<file path="config.mk">
export PLATFORM = sky130hd
export DESIGN_NAME = llc_fwd_gen
export DESIGN_NICKNAME = d
export VERILOG_FILES = /design/src/rtl/llc_fwd_gen.sv
export SDC_FILE = /design/constraint.sdc
export NUM_CORES = 1
export LEC_CHECK = 0
export CORE_ASPECT_RATIO = 1.4
export CORE_MARGIN = 1.5
export CORE_UTILIZATION = 54
export CTS_BUF_LIST = sky130_fd_sc_hd__clkbuf_4 sky130_fd_sc_hd__clkbuf_8 sky130_fd_sc_hd__clkbuf_16
export DETAILED_ROUTE_END_ITERATION = 10
export GPL_ROUTABILITY_DRIVEN = 0
export PLACE_DENSITY = 0.85
export SLEW_MARGIN = 20
export SYNTH_ARGS = -nofsm -noshare
export SYNTH_HDL_FRONTEND = slang
export SYNTH_SLANG_ARGS = --single-unit
</file>
<file path="constraint.sdc">
create_clock -name clk -period 5.2 [get_ports clk]
set_input_delay 1.04 -clock clk [delete_from_list [all_inputs] [get_ports clk]]
set_output_delay 1.04 -clock clk [all_outputs]
set_load 0.005 [all_outputs]
</file>
<file path="src/rtl/llc_fwd_gen.sv">
// llc_fwd_gen: turns an owned-word mask plus per-word owner IDs into one
// forward/recall message per distinct owner. Each message carries the mask
// of all words that owner holds. Requester-owned words can be excluded and
// are reported back in self_mask alongside the done pulse.
module llc_fwd_gen #(
  parameter int unsigned WORDS       = 4,
  parameter int unsigned CID_W       = 4,
  parameter int unsigned LINE_ADDR_W = 26
) (
  input  logic                     clk,
  input  logic                     rst,
  input  logic                     start_valid,
  output logic                     start_ready,
  input  logic [WORDS-1:0]         start_mask,
  input  logic [WORDS*CID_W-1:0]   start_owner,
  input  logic [LINE_ADDR_W-1:0]   start_addr,
  input  logic                     start_skip_en,
  input  logic [CID_W-1:0]         start_skip_id,
  output logic                     fwd_valid,
  input  logic                     fwd_ready,
  output logic [CID_W-1:0]         fwd_dest,
  output logic [WORDS-1:0]         fwd_mask,
  output logic [LINE_ADDR_W-1:0]   fwd_addr,
  output logic                     busy,
  output logic                     done,
  output logic [WORDS-1:0]         self_mask
);

  localparam int unsigned OWN_W = WORDS * CID_W;

  localparam logic [1:0] ST_IDLE = 2'd0;
  localparam logic [1:0] ST_SCAN = 2'd1;
  localparam logic [1:0] ST_SEND = 2'd2;
  localparam logic [1:0] ST_DONE = 2'd3;

  logic [1:0]             state_q,     state_d;
  logic [WORDS-1:0]       pending_q,   pending_d;
  logic [OWN_W-1:0]       owner_q,     owner_d;
  logic [LINE_ADDR_W-1:0] addr_q,      addr_d;
  logic                   skip_en_q,   skip_en_d;
  logic [CID_W-1:0]       skip_id_q,   skip_id_d;
  logic                   fwd_valid_q, fwd_valid_d;
  logic [CID_W-1:0]       fwd_dest_q,  fwd_dest_d;
  logic [WORDS-1:0]       fwd_mask_q,  fwd_mask_d;
  logic [LINE_ADDR_W-1:0] fwd_addr_q,  fwd_addr_d;
  logic                   done_q,      done_d;
  logic [WORDS-1:0]       self_mask_q, self_mask_d;

  // Owner of the lowest pending word and every pending word sharing it
  logic [CID_W-1:0]       lead_id;
  logic                   lead_found;
  logic [WORDS-1:0]       grp;
  logic [WORDS-1:0]       pending_after_send;

  assign start_ready = (state_q == ST_IDLE);
  assign busy        = (state_q != ST_IDLE);

  assign fwd_valid   = fwd_valid_q;
  assign fwd_dest    = fwd_dest_q;
  assign fwd_mask    = fwd_mask_q;
  assign fwd_addr    = fwd_addr_q;
  assign done        = done_q;
  assign self_mask   = self_mask_q;

  assign pending_after_send = pending_q & ~fwd_mask_q;

  // Find the leading owner among pending words; unmasked words never take part
  always_comb begin
    lead_found = 1'b0;
    lead_id    = '0;
    for (int unsigned i = 0; i < WORDS; i++) begin
      if (pending_q[i] && !lead_found) begin
        lead_found = 1'b1;
        lead_id    = owner_q[i*CID_W +: CID_W];
      end
    end
  end

  // Gather all pending words held by the leading owner
  always_comb begin
    grp = '0;
    for (int unsigned i = 0; i < WORDS; i++) begin
      grp[i] = pending_q[i] && (owner_q[i*CID_W +: CID_W] == lead_id);
    end
  end

  // Next-state and registered-output logic
  always_comb begin
    state_d     = state_q;
    pending_d   = pending_q;
    owner_d     = owner_q;
    addr_d      = addr_q;
    skip_en_d   = skip_en_q;
    skip_id_d   = skip_id_q;
    fwd_valid_d = fwd_valid_q;
    fwd_dest_d  = fwd_dest_q;
    fwd_mask_d  = fwd_mask_q;
    fwd_addr_d  = fwd_addr_q;
    done_d      = 1'b0;
    self_mask_d = self_mask_q;

    case (state_q)
      ST_IDLE: begin
        if (start_valid) begin
          owner_d     = start_owner;
          addr_d      = start_addr;
          skip_en_d   = start_skip_en;
          skip_id_d   = start_skip_id;
          pending_d   = start_mask;
          self_mask_d = '0;
          state_d     = ST_SCAN;
        end
      end

      ST_SCAN: begin
        if (pending_q == '0) begin
          // done is registered on entry so it is high exactly while in DONE
          done_d  = 1'b1;
          state_d = ST_DONE;
        end else if (skip_en_q && (lead_id == skip_id_q)) begin
          self_mask_d = self_mask_q | grp;
          pending_d   = pending_q & ~grp;
        end else begin
          fwd_dest_d  = lead_id;
          fwd_mask_d  = grp;
          fwd_addr_d  = addr_q;
          fwd_valid_d = 1'b1;
          state_d     = ST_SEND;
        end
      end

      ST_SEND: begin
        if (fwd_ready) begin
          fwd_valid_d = 1'b0;
          pending_d   = pending_after_send;
          if (pending_after_send == '0) begin
            done_d  = 1'b1;
            state_d = ST_DONE;
          end else begin
            state_d = ST_SCAN;
          end
        end
      end

      ST_DONE: begin
        state_d = ST_IDLE;
      end

      default: begin
        state_d = ST_IDLE;
      end
    endcase
  end

  // State and output registers; reset discards any partial transaction
  always_ff @(posedge clk or posedge rst) begin
    if (rst) begin
      state_q     <= ST_IDLE;
      pending_q   <= '0;
      owner_q     <= '0;
      addr_q      <= '0;
      skip_en_q   <= 1'b0;
      skip_id_q   <= '0;
      fwd_valid_q <= 1'b0;
      fwd_dest_q  <= '0;
      fwd_mask_q  <= '0;
      fwd_addr_q  <= '0;
      done_q      <= 1'b0;
      self_mask_q <= '0;
    end else begin
      state_q     <= state_d;
      pending_q   <= pending_d;
      owner_q     <= owner_d;
      addr_q      <= addr_d;
      skip_en_q   <= skip_en_d;
      skip_id_q   <= skip_id_d;
      fwd_valid_q <= fwd_valid_d;
      fwd_dest_q  <= fwd_dest_d;
      fwd_mask_q  <= fwd_mask_d;
      fwd_addr_q  <= fwd_addr_d;
      done_q      <= done_d;
      self_mask_q <= self_mask_d;
    end
  end

endmodule
</file>
* Yosys cells after proc, flatten, opt, wreduce, memory -nomap -nowiden
Cells that the tools add are included. W data, S select, Z words.
Storage, ports and cells: flip-flop bits (word level) 93, input port bits 55, output and inout bits 42
Operators by class: eq/ne operators 14, mux-type cells 30, bitwise logic cells 7, reduce and logical (&&, ||, !) cells 24
Operators by type and width (number):
- $mux W4 | 11
- $eq A4 B4 Y1 | 5
- $pmux W4 S3 | 1
- $mux W2 | 5
- $ne A2 B2 Y1 const B | 5
- $mux W1 | 9
- $and A4 B4 Y4 | 2
- $logic_and A1 B1 Y1 | 8
- $logic_not A4 Y1 | 2
- $not A4 Y4 | 2
- $pmux W2 S4 | 1
- $pmux W4 S2 | 1
- $reduce_and A4 Y1 | 2
- $reduce_and A3 Y1 | 2
- $reduce_bool A2 Y1 | 3
- $reduce_and A5 Y1 | 1
- $eq A2 B2 Y1 const B | 2
- $or A4 B4 Y4 | 1
- $pmux W1 S2 | 2
- $logic_not A1 Y1 | 3
- $ne A3 B3 Y1 const B | 1
- $reduce_bool A3 Y1 | 1
- $eq A2 B1 Y1 const B | 1
- $logic_not A2 Y1 | 1
- 2 further kinds | 3

* Longest topological paths before layout
Gate-level depths: netlist of the first run.
depth in word-level cells 17, depth in mapped cells 10, mapped depth without buffers 8

* Worst setup path after synthesis of the first run
Ideal clock, no wire load.
path kind reg-to-reg, start point reg pending_q[0], end point reg fwd_addr_q[10], in the netlist fwd_addr[10], library setup time 0.128 ns, arrival 2.176 ns, required time 5.072 ns, slack 2.897 ns, cell stages (with the launch flop) 9, period minus slack after synthesis 2.303 ns, cells stage by stage dfrtp_1 buf_6 or4b_4 o31ai_1 a31oi_1 o211a_2 a21oi_2 buf_4 mux2_1
On the way: longest elaborated chain between the ends 14, elaborated cells on any way between the ends 19
RTL lines:
- from (decl) | line 37 | logic [WORDS-1:0] pending_q, pending_d;
- from (signal assigned) | line 172 | pending_q <= pending_d;
- $mux W1 | line 72 | if (pending_q[i] && !lead_found) begin
- $logic_not A1 Y1 | line 72
- $logic_and A1 B1 Y1 | line 72
- $mux W1 | line 72
- $logic_not A1 Y1 | line 72
- $logic_and A1 B1 Y1 | line 72
- $mux W1 | line 72
- $logic_not A1 Y1 | line 72
- $logic_and A1 B1 Y1 | line 72
- $mux W4 | line 72
- $eq A4 B4 Y1 | line 120 | end else if (skip_en_q && (lead_id == skip_id_q)) begin
- $logic_and A1 B1 Y1 | line 120
- $not A1 Y1 (no line)
- $reduce_and A3 Y1 (no line) (*)
- to (signal assigned) | line 180 | fwd_addr_q <= fwd_addr_d;
- to (decl) | line 45 | logic [LINE_ADDR_W-1:0] fwd_addr_q, fwd_addr_d;
Mark *: on every way between the ends. The rest lies on a longest branch, timed or not. A chain may end at the register's enable or synchronous reset.

* Worst setup path after layout of the first run
start point reg pending_q[0], end point reg fwd_addr_q[14], in the netlist fwd_addr[14]
The elaborated chain is that of the path after synthesis.

==> results.json, run 1 <==
{
  "root_buffer": "clkbuf_8",
  "syn-mean-instance-area_um2": 12.4,
  "vias": 3149,
  "ctsResizeCount": 0,
  "pre_cts_slack_ns": 2.00,
  "ys.flop_type": "dfrtp_1",
  "die_h_um": 109,
  "min_period_ns": 3.25,
  "crit_arrival_ns": 3.49,
  "start_util_pct": 55.6,
  "grt_max_degree": 51,
  "wire_per_inst_um": 17.4,
  "outcome": "finished clean",
  "drt_wl_total_um": 9490,
  "cp-start-kind": "flip-flop",
  "grt_pass1_vias": 3279,
  "numPortBuffers": 96,
  "async_flop_share_pct": 100,
  "coreArea_um2": 7750,
  "postLayoutCellArea_um2": 5580,
  "htreeDepth": 3,
  "cts-hold-fix-buffers": 0,
  "grt-ovfl-total": 0,
  "drive_gt1_share_pct": 17.1,
  "placedCellCount": 529,
  "syn_inst": 348,
  "synth_top_area_cell": "dfrtp_1",
  "fin_util_pct": 72.0,
  "hold_path.class": "flip-flop to flip-flop",
  "seq_area_frac_synth_pct": 54.1,
  "die_area_um2": 8530,
  "ctsLongestPathBuffers": 2,
  "synth_top_cell_area_share_pct": 54.1,
  "power_leakage_nw": 2.32,
  "diodes": 0,
  "nets": 499,
  "antenna_found_initial": 0,
  "placed_cell_area_um2": 5320,
  "ant_nets": 0,
  "clkSinkCount": 93,
  "fin_ws_ns": 1.95,
  "whs_ns": 0.490,
  "clk_pin_slew_ns": 0.08,
  "fmax_ghz": 0.308,
  "finalCritPeriodShare_pct": 62.4,
  "worst_slew_pin_slew_ns": 0.859,
  "synthTopCellsByArea": "dfrtp_1 54%, mux2_2 12%, mux2_1 7.3%, xnor2_1 1.8%, inv_1 1.6%",
  "grt_usage_pct": 24.2,
  "grt_pass1_wl_um": 15600,
  "cts_setup_buffers": 0,
  "clkLatencyLatePin_ns": 0.36,
  "criticalPathCategory": "flip-flop to flip-flop",
  "area_growth_syn_to_layout_pct": 29.5,
  "first_pass_iters": 4,
  "cts_buffers": 9,
  "skew_ns": 0.00809,
  "power_density_nw_per_um2": 647,
  "setup_violations": 0,
  "design_power_total_mw": 3.61,
  "slew_headroom_pct": 42.7,
  "hold_viol": 0,
  "critPathRequiredTime_ns": 5.44,
  "dieWidth_um": 78.5,
  "viasPerCell": 5.78,
  "rsz0062_at_grt": "no",
  "vdd_drop_max_mv": 0.342,
  "floorplan.io_pins": 97,
  "synth-edff-count": 0,
  "layout.cells.non_filler": 545,
  "synthTopCellsByCount": "93 x dfrtp_1, 47 x mux2_2, 28 x mux2_1",
  "cp_max_fo": 22,
  "critPathCaptureType": "flip-flop",
  "synth.most_common_cell": "dfrtp_1",
  "yosys_warnings": 0,
  "finalMaxSlewViolations": 0,
  "syn-cell-area_um2": 4310,
  "max_cap_viol_count": 0,
  "ys_seq_elements": 93,
  "cts_tree": "done",
  "dp_hpwl_um": 6950,
  "rows": 38,
  "first_iter_violations": 208,
  "syn_nets": 407,
  "drc_errors": 0,
  "ys_types": 53,
  "fin_tns_setup_ns": 0
}
[sequential cells by signal, summed over array words and instances (netlist names), 2 cells and up]
name,count
addr_q,26
skip_id_q,4
fwd_mask,4
state_q,2
pending_q,4
fwd_addr,26
owner_q,16
self_mask,4
fwd_dest,4
[path summary, 6_finish.rpt]
path                              start           end  slack, ns  cells after the start
max                        pending_q[0]  fwd_addr[14]       1.95                      7
min                          addr_q[13]  fwd_addr[13]       0.49                      1
max reg2reg                pending_q[0]  fwd_addr[14]       1.95                      7
min reg2reg                  addr_q[13]  fwd_addr[13]       0.49                      1
max in group asynchronous           rst   fwd_addr[7]       3.01                      3
min in group asynchronous           rst  skip_id_q[0]       1.15                      2
[power breakdown]
group,internal (mW),switching [mW]
logic,0.899,0.739
registers,1.08,0.306
clock network,0.343,0.238
[layout make-up]
type | instances | area, um2
repair buffers | 98 | 976
well taps | 100 | 125
fillers | 553 | 2170
inverters | 19 | 72.6
flip-flops and latches | 93 | 2330
multi-input cells | 219 | 1830
clock inverters | 4 | 95.1
clock buffers | 12 | 153
[per-layer routing]
layer	track usage (%)	share of wire (%)
met1	26.6	37
met2	43.9	55
met3	5.77	5.0
met4	11.0	3.0
met5	0	0
[cell families after synthesis]
kind of cell | after synthesis | synth area share (%)
AND/OR/NAND/NOR | 68 | 8.60
flip-flops | 93 | 54.1
multiplexers | 75 | 19.6
AO/OA/AOI/OAI | 61 | 10.5
XOR/XNOR | 11 | 2.24
buffers and inverters | 36 | 3.84
adder cells (fa/ha/maj) | 4 | 1.16
[cell usage in the layout (no fill, tap or decap), drive strengths merged, types with 2 or more instances in the layout]
| cell type | n |
|---|---|
| bufinv | 3 |
| buf | 2 |
| nand3b | 3 |
| clkinv | 3 |
| o31ai | 5 |
| a22oi | 3 |
| nor2 | 18 |
| or3 | 5 |
| mux2 | 75 |
| xor2 | 2 |
| a22o | 2 |
| nand3 | 10 |
| nand2b | 3 |
| o21ai | 15 |
| inv | 17 |
| a21oi | 8 |
| nand2 | 11 |
| nor2b | 5 |
| clkdlybuf4s50 | 96 |
| a31oi | 4 |
| clkbuf | 12 |
| o211ai | 4 |
| nand4 | 3 |
| a32o | 4 |
| xnor2 | 9 |
| dfrtp | 93 |
| a21o | 2 |
| ha | 4 |
| nor4 | 4 |
| o221ai | 4 |
[worst max-delay path, stage by stage (launching register included)]
cell and delay (ns):
dfrtp_1 0.61, nor4b_2 0.43, a22oi_1 0.15, and2_0 0.29, o211a_2 0.34, a21oi_4 0.55, buf_4 0.40, mux2_1 0.37
Power figures use the tool's default switching activity.
==> inputs of run 2 (changes only) <==
--- a/config.mk
+++ b/config.mk
@@ -7,11 +7,11 @@
 export LEC_CHECK = 0
 export CORE_ASPECT_RATIO = 1.4
 export CORE_MARGIN = 1.5
-export CORE_UTILIZATION = 54
+export CORE_UTILIZATION = 45
 export CTS_BUF_LIST = sky130_fd_sc_hd__clkbuf_4 sky130_fd_sc_hd__clkbuf_8 sky130_fd_sc_hd__clkbuf_16
 export DETAILED_ROUTE_END_ITERATION = 10
 export GPL_ROUTABILITY_DRIVEN = 0
-export PLACE_DENSITY = 0.85
+export PLACE_DENSITY = 0.76
 export SLEW_MARGIN = 20
 export SYNTH_ARGS = -nofsm -noshare
 export SYNTH_HDL_FRONTEND = slang
==> constraint.sdc (replaced) <==
create_clock -name clk -period 2.9 [get_ports clk]
set_input_delay 0.58 -clock clk [delete_from_list [all_inputs] [get_ports clk]]
set_output_delay 0.58 -clock clk [all_outputs]
set_load 0.005 [all_outputs]
==> results.json, run 2 (synthesis results as in run 1) <==
{
  "die_area_um2": 10200,
  "dieWidth_um": 85.7,
  "root_buffer": "clkbuf_16",
  "htreeDepth": 3,
  "max_cap_viol_count": 0,
  "drive_gt1_share_pct": 17.5,
  "seqPwrFrac_pct": 37.6,
  "finalMaxSlewViolations": 0,
  "start_util_pct": 46.0,
  "fmax_ghz": 0.371,
  "floorplan.io_pins": 97,
  "ant_nets": 0,
  "crit_arrival_ns": 2.91,
  "clk_pin_slew_ns": 0.06,
  "drc_errors": 3,
  "drt_wl_total_um": 9110,
  "clkLatencyLatePin_ns": 0.34,
  "wire_per_inst_um": 16.4,
  "slew_headroom_pct": 51.6,
  "skew_ns": 0.00705,
  "area_growth_syn_to_layout_pct": 32.3,
  "mostFrequentLayoutCells": "96 x clkdlybuf4s50_1, 92 x dfrtp_1, 47 x mux2_2",
  "fin_tns_setup_ns": 0,
  "antenna_found_initial": 0,
  "grt_pass1_wl_um": 15100,
  "p_int_mw": 4.30,
  "viasPerCell": 5.53,
  "dp_hpwl_um": 6570,
  "diodes": 0,
  "min_period_ns": 2.70,
  "cp_max_fo": 41,
  "power_leakage_nw": 2.35,
  "critPathCaptureType": "flip-flop",
  "combPwrFrac_pct": 45.1,
  "swShare_pct": 34.7,
  "hold_path.class": "flip-flop to flip-flop",
  "p_switching_mw": 2.28,
  "clkSinkCount": 93,
  "power_density_nw_per_um2": 1160,
  "grt_pass1_vias": 3161,
  "setup_violations": 0,
  "fin_ws_ns": 0.201,
  "cts_setup_buffers": 0,
  "ctsResizeCount": 0,
  "cts-hold-fix-buffers": 0,
  "rows": 42,
  "vdd_drop_max_mv": 0.512,
  "hold_viol": 0,
  "first_iter_violations": 232,
  "finalCritPeriodShare_pct": 93.1,
  "coreArea_um2": 9350,
  "grt_max_degree": 48,
  "criticalPathCategory": "flip-flop to flip-flop",
  "numPortBuffers": 96,
  "pre_cts_slack_ns": 0.180,
  "power_frac_clock_pct": 17.4,
  "critPathRequiredTime_ns": 3.11,
  "cp-start-kind": "flip-flop",
  "grt-ovfl-total": 0,
  "first_pass_iters": 8,
  "layout_commonest_cell": "clkdlybuf4s50_1",
  "worst_slew_pin_slew_ns": 0.724,
  "cts_tree": "done",
  "die_h_um": 119,
  "rsz0062_at_grt": "no",
  "cts_buffers": 9,
  "ctsLongestPathBuffers": 2,
  "nets": 501,
  "outcome": "complete, but fails checks",
  "grt_usage_pct": 19.1,
  "design_power_total_mw": 6.58,
  "vias": 3076,
  "violations": "DRC"
}
[run 2: cell types whose count changed in the layout (fill, tap and decap cells not counted), sizes merged]
cell	before	now
buf	2	4
bufinv	3	1
clkbuf	12	13
clkinv	3	2
clkinvlp	0	1
[run 2: critical path: stages, from the launching register on]
cell and delay (ns):
dfrtp_1 0.59, or4b_4 0.65, nor2_1 0.24, or3_1 0.18, a22oi_2 0.10, a21oi_4 0.19
buf_12 0.26, mux2_1 0.36
[run 2: final cells by class]
class | count | area, um2
clock inverters | 2 | 35.0
fillers | 778 | 3660
clock buffers | 13 | 255
well taps | 110 | 138
repair buffers | 100 | 1040
flip-flops and latches | 93 | 2330
multi-input cells | 219 | 1820
inverters | 19 | 75.1
[run 2: worst paths after layout]
path,start,endpoint,slack [ns],depth (start not counted)
max,pending_q[1],fwd_addr[22],0.20,7
min in group asynchronous,rst,fwd_addr[2],0.71,2
min reg2reg,addr_q[11],fwd_addr[11],0.48,1
min,addr_q[11],fwd_addr[11],0.48,1
max in group asynchronous,rst,addr_q[7],1.56,3
max reg2reg,pending_q[1],fwd_addr[22],0.20,7
[run 2: power by group through the flow]
| stage | sequential [mW] | combinational [mW] | clock, mW |
|---|---|---|---|
| final | 2.47 | 2.97 | 1.14 |
| after detailed placement | 2.49 | 2.96 | 0 |
| after floorplan | 2.30 | 2.03 | 0 |
| after CTS | 2.47 | 2.99 | 1.17 |
| after global placement | 2.46 | 2.88 | 0 |
| after global routing | 2.56 | 3.24 | 1.23 |
[run 2: through the flow]
| stage | hold slack [ns] | area [um2] | utilization, % | cells |
|---|---|---|---|---|
| finish | 0.483 | 5700 | 60.9 | 556 |
| global route | 0.506 | 5700 | 60.9 | 556 |
| CTS | 0.488 | 5690 | 60.9 | 556 |
| detailed placement | 0.474 | 5400 | 57.8 | 541 |
| global placement | 0.465 | 5400 | 57.8 | 541 |
| floorplan | 0.459 | 4310 | - | 348 |
[run 2: layer usage]
| metal | global-route usage (%) | wire, um | up-vias | share of wire, % |
|---|---|---|---|---|
| met4 | 8.67 | 199 | 0 | 2.2 |
| met5 | 0 | 0 | - | 0 |
| li1 | - | - | 1442 | - |
| met1 | 22.5 | 3540 | 1509 | 39 |
| met2 | 32.7 | 4890 | 107 | 54 |
| met3 | 4.40 | 482 | 18 | 5.3 |
==> inputs of run 3 (changes only) <==
--- a/config.mk
+++ b/config.mk
@@ -12,6 +12,7 @@
 export DETAILED_ROUTE_END_ITERATION = 10
 export GPL_ROUTABILITY_DRIVEN = 0
 export PLACE_DENSITY = 0.76
+export SKIP_LAST_GASP = 1
 export SLEW_MARGIN = 20
 export SYNTH_ARGS = -nofsm -noshare
 export SYNTH_HDL_FRONTEND = slang
==> results of run 3 <==
Final layout, timing and power as in run 2 (identical DEF).
